==> src/rtl/keypad_bcd_entry_if.sv <==
// Keypad-side and counter-side signals of the keypad BCD entry block.
// The master modport is the entry block itself; the slave modport is the keypad/counter side.
interface keypad_bcd_entry_if;
    logic [3:0]  row;
    logic [3:0]  col;
    logic        cfg;
    logic [15:0] tempo;
    logic        salve;
    logic        key_valid;
    logic [3:0]  key_code;

    modport master (
        input  row,
        input  cfg,
        output col,
        output tempo,
        output salve,
        output key_valid,
        output key_code
    );

    modport slave (
        output row,
        output cfg,
        input  col,
        input  tempo,
        input  salve,
        input  key_valid,
        input  key_code
    );
endinterface

==> src/rtl/keypad_bcd_entry.sv <==
// 4x4 keypad scanner with snapshot debouncing and 4-digit decimal entry.
// Produces the binary value of the typed digits (0..9999) and a one-cycle '#' pulse.
module keypad_bcd_entry #(
    parameter int unsigned SCAN_DIV       = 50000,
    parameter int unsigned DEBOUNCE_SCANS = 4
) (
    input logic                clk,
    input logic                reseta,
    keypad_bcd_entry_if.master kp
);

    localparam int unsigned DIV_W   = (SCAN_DIV > 1) ? $clog2(SCAN_DIV) : 1;
    localparam int unsigned MATCH_W = $clog2(DEBOUNCE_SCANS + 1);
    localparam logic [DIV_W-1:0]   DIV_LAST  = DIV_W'(SCAN_DIV - 1);
    localparam logic [MATCH_W-1:0] MATCH_MAX = MATCH_W'(DEBOUNCE_SCANS);

    // Keycode for snapshot bit index r*4+c.
    localparam logic [3:0] KEY_MAP [16] = '{
        4'h1, 4'h2, 4'h3, 4'hA,
        4'h4, 4'h5, 4'h6, 4'hB,
        4'h7, 4'h8, 4'h9, 4'hC,
        4'hE, 4'h0, 4'hF, 4'hD
    };

    typedef enum logic [1:0] {StCol0, StCol1, StCol2, StCol3} scan_state_e;

    logic [3:0]         row_meta_q, row_sync_q;
    scan_state_e        state_q;
    logic [DIV_W-1:0]   div_q;
    logic [15:0]        work_q, work_merged, snap_q;
    logic               snap_valid_q;
    logic [3:0]         col_q;

    logic [15:0]        prev_q, stable_q;
    logic [MATCH_W-1:0] match_q, match_nx;
    logic               press_q;
    logic [3:0]         press_idx_q, snap_idx;

    logic [3:0]         code;
    logic [15:0]        digits_q;
    logic [15:0]        tempo_q, tempo_nx;
    logic               key_valid_q, salve_q;
    logic [3:0]         key_code_q;

    // Two-flop synchroniser for the asynchronous row inputs (reset = released).
    always_ff @(posedge clk or posedge reseta) begin
        if (reseta) begin
            row_meta_q <= 4'hF;
            row_sync_q <= 4'hF;
        end else begin
            row_meta_q <= kp.row;
            row_sync_q <= row_meta_q;
        end
    end

    // Fold the current column's pressed rows into the working snapshot.
    always_comb begin
        work_merged = work_q;
        for (int r = 0; r < 4; r++) begin
            work_merged[{2'(r), state_q}] = ~row_sync_q[2'(r)];
        end
    end

    // Column scan FSM: one column per SCAN_DIV cycles, snapshot completes on COL3 wrap.
    always_ff @(posedge clk or posedge reseta) begin
        if (reseta) begin
            state_q      <= StCol0;
            div_q        <= '0;
            work_q       <= '0;
            snap_q       <= '0;
            snap_valid_q <= 1'b0;
            col_q        <= 4'b1110;
        end else begin
            snap_valid_q <= 1'b0;
            if (div_q == DIV_LAST) begin
                div_q  <= '0;
                work_q <= work_merged;
                unique case (state_q)
                    StCol0: begin state_q <= StCol1; col_q <= 4'b1101; end
                    StCol1: begin state_q <= StCol2; col_q <= 4'b1011; end
                    StCol2: begin state_q <= StCol3; col_q <= 4'b0111; end
                    StCol3: begin
                        state_q      <= StCol0;
                        col_q        <= 4'b1110;
                        snap_q       <= work_merged;
                        snap_valid_q <= 1'b1;
                    end
                endcase
            end else begin
                div_q <= div_q + 1'b1;
            end
        end
    end

    // Match counter update and index of the (single) pressed key in the snapshot.
    always_comb begin
        if (snap_q == prev_q) begin
            match_nx = (match_q == MATCH_MAX) ? MATCH_MAX : match_q + 1'b1;
        end else begin
            match_nx = MATCH_W'(1);
        end
        snap_idx = '0;
        for (int i = 0; i < 16; i++) begin
            if (snap_q[i]) snap_idx = 4'(i);
        end
    end

    // Debounce: stable state follows a snapshot seen DEBOUNCE_SCANS times in a row.
    // A press fires only on the released -> exactly-one-key transition.
    always_ff @(posedge clk or posedge reseta) begin
        if (reseta) begin
            prev_q      <= '0;
            stable_q    <= '0;
            match_q     <= '0;
            press_q     <= 1'b0;
            press_idx_q <= '0;
        end else begin
            press_q <= 1'b0;
            if (snap_valid_q) begin
                prev_q  <= snap_q;
                match_q <= match_nx;
                if (match_nx == MATCH_MAX) begin
                    stable_q <= snap_q;
                    if (stable_q == '0 && $onehot(snap_q)) begin
                        press_q     <= 1'b1;
                        press_idx_q <= snap_idx;
                    end
                end
            end
        end
    end

    // Decimal value of the four BCD digits.
    always_comb begin
        code     = KEY_MAP[press_idx_q];
        tempo_nx = 16'(digits_q[15:12]) * 16'd1000 + 16'(digits_q[11:8]) * 16'd100
                 + 16'(digits_q[7:4]) * 16'd10 + 16'(digits_q[3:0]);
    end

    // Digit store and registered outputs; tempo trails the digits by one cycle.
    always_ff @(posedge clk or posedge reseta) begin
        if (reseta) begin
            digits_q    <= '0;
            tempo_q     <= '0;
            key_valid_q <= 1'b0;
            salve_q     <= 1'b0;
            key_code_q  <= '0;
        end else begin
            key_valid_q <= press_q;
            salve_q     <= press_q && (code == 4'hF);
            tempo_q     <= tempo_nx;
            if (press_q) begin
                key_code_q <= code;
                if (kp.cfg) begin
                    if (code <= 4'd9) begin
                        // Full entry: further digits are dropped rather than wrapping.
                        if (digits_q[15:12] == 4'd0) digits_q <= {digits_q[11:0], code};
                    end else if (code == 4'hA) begin
                        digits_q <= {4'h0, digits_q[15:4]};
                    end else if (code == 4'hE) begin
                        digits_q <= '0;
                    end
                end
            end
        end
    end

    assign kp.col       = col_q;
    assign kp.tempo     = tempo_q;
    assign kp.salve     = salve_q;
    assign kp.key_valid = key_valid_q;
    assign kp.key_code  = key_code_q;

endmodule

==> src/flat_wrapper.sv <==
// flat-port wrapper written by rule: the top's interface ports become plain ports
module keypad_bcd_entry_flat 
#(
    parameter int unsigned SCAN_DIV       = 50000,
    parameter int unsigned DEBOUNCE_SCANS = 4
)
  (clk, reseta, kp_row, kp_cfg, kp_col, kp_tempo, kp_salve, kp_key_valid, kp_key_code);
  keypad_bcd_entry_if kp_i ();
  input logic clk;
  input logic reseta;
  input wire logic [$bits(kp_i.row)-1:0] kp_row;
  input wire logic [$bits(kp_i.cfg)-1:0] kp_cfg;
  output wire logic [$bits(kp_i.col)-1:0] kp_col;
  output wire logic [$bits(kp_i.tempo)-1:0] kp_tempo;
  output wire logic [$bits(kp_i.salve)-1:0] kp_salve;
  output wire logic [$bits(kp_i.key_valid)-1:0] kp_key_valid;
  output wire logic [$bits(kp_i.key_code)-1:0] kp_key_code;
  assign kp_i.row = kp_row;
  assign kp_i.cfg = kp_cfg;
  assign kp_col = kp_i.col;
  assign kp_tempo = kp_i.tempo;
  assign kp_salve = kp_i.salve;
  assign kp_key_valid = kp_i.key_valid;
  assign kp_key_code = kp_i.key_code;
  keypad_bcd_entry #(.SCAN_DIV(SCAN_DIV), .DEBOUNCE_SCANS(DEBOUNCE_SCANS)) u_core (.clk(clk), .reseta(reseta), .kp(kp_i));
endmodule
==> config.mk <==
export PLATFORM = sky130hd
export DESIGN_NAME = keypad_bcd_entry_flat
export DESIGN_NICKNAME = d
export VERILOG_FILES = /design/src/rtl/keypad_bcd_entry_if.sv /design/src/rtl/keypad_bcd_entry.sv /design/src/flat_wrapper.sv
export SDC_FILE = /design/constraint.sdc
export NUM_CORES = 1
export LEC_CHECK = 0
export CAP_MARGIN = 20
export CORE_UTILIZATION = 62
export CTS_CLUSTER_SIZE = 25
export DETAILED_ROUTE_END_ITERATION = 10
export PLACE_DENSITY = 0.92
export SLEW_MARGIN = 20
export SYNTH_ARGS = -nofsm -noshare
export SYNTH_HDL_FRONTEND = slang
export SYNTH_SLANG_ARGS = --single-unit
==> constraint.sdc <==
create_clock -name clk -period 9.5 [get_ports clk]
set_input_delay 2.85 -clock clk [delete_from_list [all_inputs] [get_ports clk]]
set_output_delay 2.85 -clock clk [all_outputs]
set_load 0.05 [all_outputs]
Word-level counts from Yosys, hierarchy flattened

Memory sizes are Yosys's and may differ from the RTL's.
Index checks and enable logic that the tools add are counted.

Reduce and logical (&&, ||, !) cells: 14
Add/sub/neg operators: 20
Bitwise logic cells: 3
Order comparisons: 10
Eq/ne operators: 12
$mul: 3
Mux-type cells: 43

Operators by type and width:

| cell                    | number |
|---|---|
| $mux W16                | 5 |
| $bwmux W16              | 4 |
| $mux W4                 | 10 |
| $add A5 B5 Y5           | 7 |
| $mux W3                 | 6 |
| $add A1 B1 Y2           | 8 |
| $add A16 B1 Y16 const B | 1 |
| $add A16 B4 Y16         | 1 |
| $add A16 B8 Y16         | 1 |
| $eq A16 B16 Y1          | 1 |
| $eq A16 B16 Y1 const B  | 1 |
| $logic_not A16 Y1       | 1 |
| $pmux W4 S4             | 1 |
| $add A14 B11 Y15        | 1 |
| $eq A4 B4 Y1 const B    | 3 |
| $mul A4 B7 Y11 const B  | 1 |
| $lt A4 B5 Y1 const B    | 2 |
| $mux W1                 | 10 |
| $mul A4 B5 Y9 const B   | 1 |
| $demux W1 S2            | 4 |
| $ge A4 B1 Y1 const B    | 2 |
| $pmux W2 S4             | 1 |
| $mul A4 B3 Y7 const B   | 1 |
| $eq A3 B3 Y1 const B    | 2 |
| other kinds (21)        | 30 |

Flip-flop bits (word level): 137
Memories: 1
Bits in read-only memories: 64
Input bits: 7
Word-level logic and storage cells: 124

Memory list:

| memory          | words | bits a word | read ports | clocked after Yosys merged registers in | write ports | RTL line                | source |
|---|---|---|---|---|---|---|---|
| (no name shown) | 16    | 4           | 1          | 0                                       | 0           | keypad_bcd_entry.sv:135 | `code = KEY_MAP[press_idx_q];` |

Logic depth before layout (Yosys ltp)

Depth after elaboration: 15
Mapped depth: 18
Gate-level depth less buffers: 18

Worst setup path after synthesis

No wires, ideal clock.

Kind: flip-flop to flip-flop
Start point: reg u_core.snap_q[14]
End point: reg u_core.press_idx_q[1]
Cell stages (with the launch flop): 16
Arrival: 4.367 ns
Period minus slack after synthesis: 4.497 ns
Buffers on the path: 0
Setup slack: 5.003 ns
Cell sequence: dfrtp_1 > ha_1 > inv_1 > fa_1 > fa_1 > fa_1 > inv_1 > fa_1 > ha_1 > fa_1 > nor4_1 > nand3_1 > and4b_1 > nand3_1 > nor4_1 > a21oi_1

Word-level cells in the longest chain between the ends: 7
Elaborated cells on any way between the ends: 12
Classes of those cells: add/sub (4); eq/ne (3); mux (3); reduce/logical (2)

Ends and longest elaborated chain:

| element                                           | RTL line                | source |
|---|---|---|
| start: declaration                                | keypad_bcd_entry.sv:30  | `logic [15:0] work_q, work_merged, snap_q;` |
| start signal: assignment                          | keypad_bcd_entry.sv:85  | `snap_q <= work_merged;` |
| $add A1 B1 Y2 (implied by the code)               | keypad_bcd_entry.sv:124 | `if (stable_q == '0 && $onehot(snap_q)) begin` |
| $add A5 B5 Y5 (implied by the code) (3 in series) | keypad_bcd_entry.sv:124 |  |
| $eq A5 B1 Y1                                      | keypad_bcd_entry.sv:124 |  |
| $logic_and A1 B1 Y1                               | keypad_bcd_entry.sv:124 |  |
| $reduce_and A3 Y1 (no source line)                | --                      |  |
| end signal: assignment                            | keypad_bcd_entry.sv:126 | `press_idx_q <= snap_idx;` |
| end: declaration                                  | keypad_bcd_entry.sv:37  | `logic [3:0] press_idx_q, snap_idx;` |

Parallel ways exist; a longest one is shown, timed or not.
A chain may end at the register's enable or synchronous reset.

Final worst setup path

Start point: reg u_core.snap_q[8]
End point: reg u_core.press_idx_q[1]

Word-level cells in the longest chain between the ends: 8
Elaborated cells on any way between the ends: 18
Classes of those cells: add/sub (4); eq/ne (3); mux (9); reduce/logical (2)

Ends and longest elaborated chain:

| element |
|---|
| branches (longest 8 deep; another with $add A5 B5 Y5) |

Parallel ways; which one is timed is not known.

==> results.yml <==
yosys:
  ys.flop_type: "dfrtp_1"
  synth_edf_count: 0
  ys_warn_count: 0
  synthMostInstantiatedCell: "dfrtp_1"
  synth_top_family_by_area: "adder cells"
  post_synth_num_cell_types: 55
  synth.top_cell.area_share_pct: 40.1
  synth_mux_area_share_pct: 7.64
  ys_ff_latch: 133
  synth-xor-area-share_pct: 6.02
  avgSynthCellArea_um2: 10.9
  yosys-top-cells-count: "dfrtp_1, ha_1, inv_1, nand2_1, mux2_2"
  synthTopCellsByArea: "dfrtp_1, ha_1, mux2_2"
  synthAdderAreaFrac_pct: 18.7
  syn_nets: 829
  synth_compound_gate_area_share_pct: 10.1
  synthCells: 719
  syn-cell-area_mm2: 0.00786
  synthSimpleGateAreaFrac_pct: 10.9
  synth_seq_area_share_pct: 42.5
  synth_area_leader_cell: "dfrtp_1"
  async_flop_share_pct: 100
final_layout:
  fin_nets: 865
  area_growth_pct: 13.5
  final_layout_size_suffix_gt1_share_pct: 12.5
  fillCellCount: 754
  final_area_mm2: 0.00892
  n_antenna_cell: 0
  finalNonFillerCells: 936
global_routing:
  grt_pass1_wl_um: 30200
  gr-total-overflow: 0
  track_usage_pct: 30.0
  grt_pass1_vias: 6347
  grt_max_degree: 78
  antenna_found_initial: 0
sta:
  slew_headroom_pct: 38.8
  rsz0062_at_grt: "false"
  worst_clock_skew_ps: 10.2
  finalCritPeriodShare_pct: 54.8
  drv_slew: 0
  finalHoldViolCount: 0
  min_period_ps: 5210
  setup_tns_ps: 0
  finalSetupViolCount: 0
  fmax_ghz: 0.192
  worst_slew_pin_slew_ps: 919
clock_tree:
  numCtsBuffers: 17
  path_clk_slew_ps: 50
  cts_setup_buffers: 0
  tritoncts: "done"
  postCtsHoldBufs: 0
  clock-sinks: 133
  clkLatencyLatePin_ps: 430
  clk_path_buf_depth: 2
  root_buffer: "clkbuf_16"
  htree_levels: 4
  post_cts_resized: 0
place:
  io_buffers: 30
  placed_area_mm2: 0.00831
  placed_cells: 903
  dp_hpwl_um: 11800
  gp_congestion: 0.878
power_and_ir_drop:
  leakage_uw: 0.00444
  p_comb_share_pct: 1.1
  power_frac_seq_pct: 45.7
  p_per_area_mw_per_mm2: 140
  vdd_drop_max_v: 0.000141
  p_switching_uw: 272
  switching_share_pct: 21.8
  internal_power_uw: 974
  pwr-share-clk_pct: 53.1
setup_path:
  path_class: "reg -> reg"
  cp_data_required_time_ps: 9800
  crit_arrival_ps: 5510
  path_max_fanout: 7
  start_kind: "flop"
  worst_setup_path_end_kind: "flop"
flow_run:
  maxCapViolations: 0
routing:
  wl_per_cell_um: 18.5
  num_vias: 5681
  vias_per_cell: 6.07
  dr.pass1.iters: 6
  drt-total-wl_um: 17300
  drc: 0
  ant_nets: 0
  drt_iter0_drc: 364
die:
  fp.dieH_um: 115
  coreArea_mm2: 0.0122
  die_w_um: 115
  fp.dieArea_mm2: 0.0131
  core.rowCount: 40
  start_util_pct: 64.6
  num_io_pins: 33
worst_hold_path:
  hp-class: "reg -> reg"
status:
  run_status: "completed"
-- worst max-delay path, stage by stage (launching register included) --
cell and delay, ps:
dfrtp_1 550, inv_1 140, ha_1 340, inv_1 80, fa_1 540, inv_1 60, fa_1 380, inv_1 100
fa_1 440, inv_1 100, fa_1 400, ha_1 240, fa_1 440, nor4_1 260, nand3_1 120, and4b_1 350
nand3_1 160, nor4_1 310, a21oi_1 80
-- area by class of cell --
type / instances / area [µm²] / area share [%]
Tap cell: 168 / 210 / 2.36
Clock buffer: 19 / 453 / 5.08
Timing Repair Buffer: 33 / 327 / 3.66
Multi-Input combinational cell: 506 / 4200 / 47.1
Inverter: 64 / 243 / 2.72
Sequential cell: 133 / 3340 / 37.4
Clock inverter: 13 / 146 / 1.64
-- through the flow --
| stage | hold slack (ps) | total power, µW | utilization [%] | worst slack [ps] |
|---|---|---|---|---|
| 6_report | 355 | 1250 | 73.3 | 4290 |
| 5_1_grt | 357 | 1280 | 73.3 | 4070 |
| 4_1_cts | 356 | 1250 | 73.2 | 4350 |
| 3_5_place_dp | 347 | 595 | 68.3 | 4470 |
| 3_3_place_gp | 346 | 594 | 68.3 | 4600 |
| 2_1_floorplan | 345 | 589 | - | 3110 |
-- state kept, by name, indices dropped and copies added, names as in the netlist --
| name | flops |
|---|---|
| u_core.match_q | 3 |
| u_core.work_q | 12 |
| u_core.row_sync_q | 2 |
| u_core.row_meta_q | 2 |
| u_core.div_q | 16 |
| u_core.prev_q | 16 |
| u_core.press_idx_q | 4 |
| u_core.snap_q | 16 |
| u_core.kp.tempo | 16 |
| u_core.kp.salve | 1 |
| u_core.snap_valid_q | 1 |
| u_core.kp.col | 4 |
| u_core.press_q | 1 |
| u_core.digits_q | 16 |
| u_core.stable_q | 16 |
| u_core.kp.key_valid | 1 |
| u_core.kp.key_code | 4 |
| u_core.state_q | 2 |
-- power groups by stage --
stage	registers (µW)	clock network (µW)	logic [µW]
after floorplan	580	0	8.47
after global placement	580	0	14.2
after detailed placement	580	0	14.9
after CTS	570	666	14.9
after global routing	569	698	16.8
final	570	662	14.1
-- path summary, 6_finish.rpt --
| path | slack, ps | startpoint | depth (start not counted) | end |
|---|---|---|---|---|
| worst max-delay path | 4290 | u_core.snap_q[8] | 18 | u_core.press_idx_q[1] |
| worst min-delay path | 350 | u_core.row_meta_q[0] | 0 | u_core.row_sync_q[0] |
| worst max register to register | 4290 | u_core.snap_q[8] | 18 | u_core.press_idx_q[1] |
| worst min register to register | 350 | u_core.row_meta_q[0] | 0 | u_core.row_sync_q[0] |
| max in group asynchronous | 5240 | reseta | 3 | u_core.kp.tempo[3] |
| min in group asynchronous | 2990 | reseta | 2 | u_core.work_q[0] |
-- per-layer routing --
metal / global-route usage (%) / vias up / part of all wire, %
li1: - / 2543 / -
met2: 52.1 / 206 / 53
met1: 33.7 / 2846 / 39
met4: 17.6 / 0 / 4.1
met3: 6.93 / 86 / 4.4
met5: 0 / - / 0
-- layout by cell type (no fill, tap or decap), drive strengths merged, types with 6 or more instances in the layout --
cell type | Yosys | layout
dfrtp | 126 | 126
ha | 79 | 79
inv | 64 | 68
nand2 | 64 | 64
mux2 | 45 | 45
o21ai | 43 | 43
nor2 | 31 | 31
clkdlybuf4s50 | 0 | 30
xnor2 | 29 | 29
a21oi | 29 | 29
xor2 | 25 | 25
fa | 24 | 24
clkbuf | 9 | 19
nor4 | 15 | 15
nand3 | 13 | 13
a22o | 10 | 10
and2 | 9 | 9
mux2i | 9 | 9
a21o | 8 | 8
a211oi | 7 | 7
dfstp | 7 | 7
nor2b | 7 | 7
and3 | 6 | 6
nand3b | 6 | 6
-- logic make-up after synthesis --
family                     Yosys count
buffers and inverters               80
other                                1
muxes                               54
DFF                                133
xor gates and xnor gates            54
and+or+nand+nor                    170
AOI/OAI and AO/OA                  124
adders and majority gates          103
Note: power is estimated with default switching activity, not from simulation.
